==> config.mk <==
export PLATFORM = sky130hd
export DESIGN_NAME = alu_share_arbiter_flat
export DESIGN_NICKNAME = d
export VERILOG_FILES = /design/src/rtl/alu_pkg.sv /design/src/rtl/alu_share_arbiter_if.sv /design/src/rtl/rr_arbiter.sv /design/src/rtl/alu_share_arbiter.sv /design/src/flat_wrapper.sv
export SDC_FILE = /design/constraint.sdc
export NUM_CORES = 1
export LEC_CHECK = 0
export CAP_MARGIN = 20
export CORE_AREA = 2 2 98 100
export CTS_CLUSTER_SIZE = 25
export DETAILED_ROUTE_END_ITERATION = 16
export DIE_AREA = 0 0 100 102
export DONT_BUFFER_PORTS = 1
export PLACE_DENSITY_LB_ADDON = 0.08
export SETUP_SLACK_MARGIN = 0.3
export SLEW_MARGIN = 20
export SYNTH_ARGS = -nofsm -noshare
export SYNTH_HDL_FRONTEND = slang
export SYNTH_HIERARCHICAL = 1
export SYNTH_SLANG_ARGS = --single-unit
==> constraint.sdc <==
create_clock -name clk -period 3.5 [get_ports clk]
set_input_delay 0.875 -clock clk [delete_from_list [all_inputs] [get_ports clk]]
set_output_delay 0.875 -clock clk [all_outputs]
set_load 0.1 [all_outputs]
==> src/rtl/alu_pkg.sv <==
// alu_pkg: types and constants shared by the ALU share arbiter and its clients.
//   alu_op_t    : 2-bit ALU opcode. All four encodings are valid operations.
//   FLAG_*      : bit positions inside the 4-bit flag word {V,C,N,Z}.
//   arb_state_t : arbiter FSM state.
package alu_pkg;

    typedef enum logic [1:0] {
        ALU_ADD = 2'd0,
        ALU_SUB = 2'd1,
        ALU_AND = 2'd2,
        ALU_OR  = 2'd3
    } alu_op_t;

    localparam int FLAG_Z = 0;
    localparam int FLAG_N = 1;
    localparam int FLAG_C = 2;
    localparam int FLAG_V = 3;

    typedef enum logic [1:0] {
        IDLE = 2'd0,
        EXEC = 2'd1,
        RESP = 2'd2
    } arb_state_t;

endpackage

==> src/rtl/alu_share_arbiter_if.sv <==
// alu_share_arbiter_if: bundles the requester-side and ALU-side buses of the arbiter.
//   req_valid/req_ready/req_op/req_a/req_b : per-requester request channel (ready is one-hot)
//   rsp_valid/rsp_ready/rsp_result/rsp_flags : per-requester response, result/flags are shared
//   alu_control/alu_src_a/alu_src_b         : registered operands toward the ALU
//   alu_result/alu_flags                    : combinational answer from the ALU
// Modports: slave = arbiter side, master = clients + ALU side.
interface alu_share_arbiter_if #(
    parameter int NUM_REQ = 2,
    parameter int DATA_W  = 32,
    parameter int RES_W   = 18
);
    logic [NUM_REQ-1:0]             req_valid;
    logic [NUM_REQ-1:0]             req_ready;
    logic [NUM_REQ-1:0][1:0]        req_op;
    logic [NUM_REQ-1:0][DATA_W-1:0] req_a;
    logic [NUM_REQ-1:0][DATA_W-1:0] req_b;

    logic [1:0]                     alu_control;
    logic [DATA_W-1:0]              alu_src_a;
    logic [DATA_W-1:0]              alu_src_b;
    logic [RES_W-1:0]               alu_result;
    logic [3:0]                     alu_flags;

    logic [NUM_REQ-1:0]             rsp_valid;
    logic [NUM_REQ-1:0]             rsp_ready;
    logic [RES_W-1:0]               rsp_result;
    logic [3:0]                     rsp_flags;

    modport slave (
        input  req_valid, req_op, req_a, req_b, rsp_ready, alu_result, alu_flags,
        output req_ready, alu_control, alu_src_a, alu_src_b, rsp_valid, rsp_result, rsp_flags
    );

    modport master (
        output req_valid, req_op, req_a, req_b, rsp_ready, alu_result, alu_flags,
        input  req_ready, alu_control, alu_src_a, alu_src_b, rsp_valid, rsp_result, rsp_flags
    );
endinterface

==> src/rtl/rr_arbiter.sv <==
// rr_arbiter: purely combinational round-robin pick.
//   req     : request vector
//   ptr     : highest-priority index this cycle
//   gnt     : one-hot grant (zero when no request)
//   gnt_idx : binary index of the grant
//   any     : at least one request present
module rr_arbiter #(
    parameter  int NUM_REQ = 2,
    localparam int IDX_W   = $clog2(NUM_REQ)
) (
    input  logic [NUM_REQ-1:0] req,
    input  logic [IDX_W-1:0]   ptr,
    output logic [NUM_REQ-1:0] gnt,
    output logic [IDX_W-1:0]   gnt_idx,
    output logic               any
);
    // One extra bit so ptr + offset never overflows before the modulo fold.
    logic [IDX_W:0] cand;

    // Scan offsets from farthest to nearest so the nearest valid index
    // at or after ptr is the last one written.
    always_comb begin
        gnt_idx = '0;
        cand    = '0;
        for (int k = NUM_REQ - 1; k >= 0; k--) begin
            cand = {1'b0, ptr} + (IDX_W + 1)'(k);
            if (cand >= (IDX_W + 1)'(NUM_REQ)) begin
                cand = cand - (IDX_W + 1)'(NUM_REQ);
            end
            if (req[cand[IDX_W-1:0]]) begin
                gnt_idx = cand[IDX_W-1:0];
            end
        end
    end

    assign any = |req;

    always_comb begin
        gnt = '0;
        if (any) begin
            gnt[gnt_idx] = 1'b1;
        end
    end
endmodule

==> src/rtl/alu_share_arbiter.sv <==
// alu_share_arbiter: time-shares one ALU between NUM_REQ requesters.
//   clk  : rising-edge clock
//   rst  : synchronous active-high reset
//   bus  : slave side of alu_share_arbiter_if (requests, responses, ALU operands/results)
//   busy : high whenever the FSM is not IDLE
// One transaction at a time: IDLE (grant + latch operands) -> EXEC (ALU evaluates,
// result captured) -> RESP (hold response until the granted requester accepts).
module alu_share_arbiter
    import alu_pkg::*;
#(
    parameter int NUM_REQ = 2,
    parameter int DATA_W  = 32,
    parameter int RES_W   = 18
) (
    input  logic               clk,
    input  logic               rst,
    alu_share_arbiter_if.slave bus,
    output logic               busy
);
    localparam int IDX_W = $clog2(NUM_REQ);

    arb_state_t          state_q, state_d;
    logic [IDX_W-1:0]    rr_ptr_q, rr_ptr_d;
    logic [IDX_W-1:0]    gnt_q, gnt_d;
    alu_op_t             alu_op_q, alu_op_d;
    logic [DATA_W-1:0]   src_a_q, src_a_d;
    logic [DATA_W-1:0]   src_b_q, src_b_d;
    logic [RES_W-1:0]    rsp_result_q, rsp_result_d;
    logic [3:0]          rsp_flags_q, rsp_flags_d;
    logic [NUM_REQ-1:0]  rsp_valid_q, rsp_valid_d;
    logic [NUM_REQ-1:0]  req_ready;

    logic [NUM_REQ-1:0]  arb_gnt;
    logic [IDX_W-1:0]    arb_idx;
    logic                arb_any;

    rr_arbiter #(.NUM_REQ(NUM_REQ)) u_rr (
        .req     (bus.req_valid),
        .ptr     (rr_ptr_q),
        .gnt     (arb_gnt),
        .gnt_idx (arb_idx),
        .any     (arb_any)
    );

    always_comb begin
        state_d      = state_q;
        rr_ptr_d     = rr_ptr_q;
        gnt_d        = gnt_q;
        alu_op_d     = alu_op_q;
        src_a_d      = src_a_q;
        src_b_d      = src_b_q;
        rsp_result_d = rsp_result_q;
        rsp_flags_d  = rsp_flags_q;
        rsp_valid_d  = rsp_valid_q;
        req_ready    = '0;
        unique case (state_q)
            IDLE: begin
                // rst gate keeps req_ready from pulsing while the flops are being cleared.
                if (arb_any && !rst) begin
                    req_ready = arb_gnt;
                    gnt_d     = arb_idx;
                    alu_op_d  = alu_op_t'(bus.req_op[arb_idx]);
                    src_a_d   = bus.req_a[arb_idx];
                    src_b_d   = bus.req_b[arb_idx];
                    rr_ptr_d  = (arb_idx == IDX_W'(NUM_REQ - 1)) ? '0 : arb_idx + IDX_W'(1);
                    state_d   = EXEC;
                end
            end
            EXEC: begin
                rsp_result_d        = bus.alu_result;
                rsp_flags_d         = bus.alu_flags;
                rsp_valid_d         = '0;
                rsp_valid_d[gnt_q]  = 1'b1;
                state_d             = RESP;
            end
            RESP: begin
                // Only the granted requester's ready completes the handshake.
                if (bus.rsp_ready[gnt_q]) begin
                    rsp_valid_d = '0;
                    state_d     = IDLE;
                end
            end
            default: state_d = IDLE;
        endcase
    end

    always_ff @(posedge clk) begin
        if (rst) begin
            state_q      <= IDLE;
            rr_ptr_q     <= '0;
            gnt_q        <= '0;
            alu_op_q     <= ALU_ADD;
            src_a_q      <= '0;
            src_b_q      <= '0;
            rsp_result_q <= '0;
            rsp_flags_q  <= '0;
            rsp_valid_q  <= '0;
        end else begin
            state_q      <= state_d;
            rr_ptr_q     <= rr_ptr_d;
            gnt_q        <= gnt_d;
            alu_op_q     <= alu_op_d;
            src_a_q      <= src_a_d;
            src_b_q      <= src_b_d;
            rsp_result_q <= rsp_result_d;
            rsp_flags_q  <= rsp_flags_d;
            rsp_valid_q  <= rsp_valid_d;
        end
    end

    assign bus.req_ready   = req_ready;
    assign bus.alu_control = alu_op_q;
    assign bus.alu_src_a   = src_a_q;
    assign bus.alu_src_b   = src_b_q;
    assign bus.rsp_valid   = rsp_valid_q;
    assign bus.rsp_result  = rsp_result_q;
    assign bus.rsp_flags   = rsp_flags_q;
    assign busy            = (state_q != IDLE);
endmodule
==> src/flat_wrapper.sv <==
// flat-port wrapper written by rule: the top's interface ports become plain ports
module alu_share_arbiter_flat import alu_pkg::*;
#(
    parameter int NUM_REQ = 2,
    parameter int DATA_W  = 32,
    parameter int RES_W   = 18
)
  (clk, rst, busy, bus_req_valid, bus_req_op, bus_req_a, bus_req_b, bus_rsp_ready, bus_alu_result, bus_alu_flags, bus_req_ready, bus_alu_control, bus_alu_src_a, bus_alu_src_b, bus_rsp_valid, bus_rsp_result, bus_rsp_flags);
  alu_share_arbiter_if #(.NUM_REQ(NUM_REQ), .DATA_W(DATA_W), .RES_W(RES_W)) bus_i ();
  input  logic clk;
  input  logic rst;
  output logic busy;
  input wire logic [$bits(bus_i.req_valid)-1:0] bus_req_valid;
  input wire logic [$bits(bus_i.req_op)-1:0] bus_req_op;
  input wire logic [$bits(bus_i.req_a)-1:0] bus_req_a;
  input wire logic [$bits(bus_i.req_b)-1:0] bus_req_b;
  input wire logic [$bits(bus_i.rsp_ready)-1:0] bus_rsp_ready;
  input wire logic [$bits(bus_i.alu_result)-1:0] bus_alu_result;
  input wire logic [$bits(bus_i.alu_flags)-1:0] bus_alu_flags;
  output wire logic [$bits(bus_i.req_ready)-1:0] bus_req_ready;
  output wire logic [$bits(bus_i.alu_control)-1:0] bus_alu_control;
  output wire logic [$bits(bus_i.alu_src_a)-1:0] bus_alu_src_a;
  output wire logic [$bits(bus_i.alu_src_b)-1:0] bus_alu_src_b;
  output wire logic [$bits(bus_i.rsp_valid)-1:0] bus_rsp_valid;
  output wire logic [$bits(bus_i.rsp_result)-1:0] bus_rsp_result;
  output wire logic [$bits(bus_i.rsp_flags)-1:0] bus_rsp_flags;
  assign bus_i.req_valid = bus_req_valid;
  assign bus_i.req_op = bus_req_op;
  assign bus_i.req_a = bus_req_a;
  assign bus_i.req_b = bus_req_b;
  assign bus_i.rsp_ready = bus_rsp_ready;
  assign bus_i.alu_result = bus_alu_result;
  assign bus_i.alu_flags = bus_alu_flags;
  assign bus_req_ready = bus_i.req_ready;
  assign bus_alu_control = bus_i.alu_control;
  assign bus_alu_src_a = bus_i.alu_src_a;
  assign bus_alu_src_b = bus_i.alu_src_b;
  assign bus_rsp_valid = bus_i.rsp_valid;
  assign bus_rsp_result = bus_i.rsp_result;
  assign bus_rsp_flags = bus_i.rsp_flags;
  alu_share_arbiter #(.NUM_REQ(NUM_REQ), .DATA_W(DATA_W), .RES_W(RES_W)) u_core (.clk(clk), .rst(rst), .bus(bus_i), .busy(busy));
endmodule
==> flow_metrics.tcl <==
set metrics [dict create \
    status "completed" \
    coreArea_um2 9110 \
    finalClockSkew_ps 9.61 \
    cap_violations 0 \
    synth_area_leader_cell "dfxtp_1" \
    cts_hold_buf 0 \
    whs_ps 562 \
    drive_above_1_share 0.211 \
    cts_resized 0 \
    die-area_um2 10200 \
    async_reset_ff_frac 0 \
    area_growth_pct 4.64 \
    post-route-period-util 0.740 \
    ys_seq_area_frac 0.439 \
    worst_slew_pin_slew_ps 1020 \
    dpl.hpwl_mm 6.72 \
    nets 562 \
    avgSynthCellArea_um2 10.1 \
    netlist_area_um2 4290 \
    vias 2878 \
    syn_inst 424 \
    synthesis.nets 584 \
    critPathMaxFanout 4 \
    ys.flop_type "dfxtp_1" \
    critPathArrivalTime_ps 1720 \
    hold_start "u_core/gnt_q" \
    cp_slowest_cell "nor4b_4" \
    synth_top_cells_by_count "dfxtp_1 (94), nor2_1 (70), mux2i_1 (69), a211oi_2 (61), nand2_1 (44)" \
    synth_top_cells_by_area "dfxtp_1 (44%), a211oi_2 (18%), mux2i_1 (16%)" \
    end_kind "output pin" \
    synth.most_common_cell "dfxtp_1" \
    cts-root-buf "clkbuf_8" \
    crit_start "bus_req_valid[0]" \
    slowest_delay_ps 310 \
    drt-pass1-iter-count 4 \
    max_freq_mhz 386 \
    timing.hold.worst.class "flip-flop to flip-flop" \
    finalSetupViolations 0 \
    relSlewSlack 0.320 \
    tns_ps 0 \
    n_fill_cell 858 \
    initial_core_util 0.471 \
    cts_max_level 3 \
    crit_family "simple AND/OR/NAND/NOR gates" \
    gp_congestion 0.764 \
    grt_max_degree 126 \
    synth-edff-count 0 \
    insertion_delay_ps 350 \
    yosysUniqueCellTypes 24 \
    drt_iter0_drc 112 \
    cts_buffers 9 \
    path_cells "or2_1 > nor4b_4 > and2_1 > buf_12" \
    cts_setup_buffers 0 \
    cts.path.max_buffers 2 \
    leakage_nw 1.55 \
    grt_antenna_before_repair 0 \
    startpoint_type "input port" \
    required_ps 2620 \
    die-width_um 100 \
    n_antenna_cell 0 \
    ant_nets 0 \
    synth_top_cell_area_share 0.439 \
    slew_viol_final 0 \
    finalHoldViolCount 0 \
    cts_tree "yes" \
    finalWirelength_mm 9.55 \
    wl_per_cell_um 18.4 \
    grt_overflow 0 \
    crit_type "input port to output pin" \
    vias_per_cell 5.56 \
    grt_setup_unrepaired "false" \
    r2r_start "u_core/state_q[1]" \
    port_buffers 0 \
    vdd_ir_drop_max_mv 0.270 \
    ys_ff_latch 94 \
    clock_sinks 94 \
    p_per_area_nw_per_um2 672 \
    grt_pass1_vias 2571 \
    grt_pass1_wl_mm 13.8 \
    yosysWarnings 6 \
    drc 0 \
    period_needed_ps 2590 \
    cp_num_buf_inv 1 \
    die_h_um 102 \
    fp-row-count 35 \
    grtUsageTotal 0.173 \
    path_clk_slew_ps 100 \
    io_pins 253 \
]
[registers in the layout, summed over array words and instances (netlist names)]
name and count:
u_core/bus.rsp_result 18, u_core/bus.alu_control 2, u_core/state_q 2, u_core/bus.alu_src_a 32, u_core/bus.rsp_flags 4, u_core/bus.alu_src_b 32, u_core/gnt_q 1, u_core/bus.rsp_valid 2
u_core/rr_ptr_q 1
[cell usage in the layout (no fill, tap or decap)]
master / instances
a211oi_1: 5
a211oi_2: 61
a21boi_1: 2
a21boi_4: 1
a21o_1: 1
a21oi_1: 24
and2_1: 2
buf_12: 4
buf_4: 2
clkbuf_8: 9
dfxtp_1: 94
inv_1: 3
inv_6: 4
inv_8: 3
mux2i_1: 69
nand2_1: 44
nand2b_1: 1
nand3b_1: 1
nor2_1: 70
nor2b_1: 1
nor3_1: 2
nor4_1: 1
nor4b_4: 1
or2_1: 1
or2_2: 1
[layer usage]
| metal | track usage | share of wire | vias to the layer above |
|---|---|---|---|
| met5 | 0 | 0 | - |
| met3 | 0.0486 | 0.094 | 13 |
| met4 | 0.0674 | 0.015 | 0 |
| met2 | 0.297 | 0.50 | 147 |
| li1 | - | - | 1440 |
| met1 | 0.207 | 0.39 | 1278 |
[where the power goes]
part / switching (W) / internal (W) / leakage, nW
sequential: 0.000753 / 0.00117 / 0.774
clock: 0.000419 / 0.000284 / 0.101
combinational: 0.000229 / 0.000163 / 0.678
total: 0.00140 / 0.00161 / 1.55
[worst reg2reg max path, cell delays in order (launching register included)]
cell and delay (ps):
dfxtp_1 390, nor4b_4 420, buf_12 470, nor2_1 200
a211oi_1 280
[logic make-up (layout without fill, tap and decap cells)]
kind of cell	Yosys count	after routing	share of synthesized area
mux	69	69	0.161
buf+inv	42	25	0.0604
simple gates	125	125	0.118
flops	94	94	0.439
compound gates	94	94	0.222
[final cells by class]
cell class / count / area, um2 / area share
Clock buffer: 9 / 124 / 0.0276
Clock inverter: 7 / 68.8 / 0.0153
Inverter: 3 / 11.3 / 0.00251
Multi-Input combinational cell: 288 / 2170 / 0.483
Timing Repair Buffer: 6 / 95.1 / 0.0212
Tap cell: 111 / 139 / 0.0310
Sequential cell: 94 / 1880 / 0.420
[path summary, 6_finish.rpt]
path                              endpoint  slack, ps  cells past startpoint
setup / recovery          bus_req_ready[1]        910                      4
hold / removal     u_core/bus.rsp_valid[1]        560                      2
setup reg to reg  u_core/bus.alu_src_b[30]       1640                      4
hold reg to reg    u_core/bus.rsp_valid[1]        560                      2
[metrics by stage]
stage          total power (W)  area [um2]  utilization  cells  setup WS (ps)
3_3_place_gp           0.00233        4290        0.471    502            912
2_1_floorplan          0.00229        4290            -    424            369
3_5_place_dp           0.00234        4290        0.471    502            906
6_report               0.00301        4490        0.492    518            908
4_1_cts                0.00305        4490        0.492    518            906
5_1_grt                0.00314        4490        0.492    518            847
Note: power is estimated with default switching activity, not from simulation.
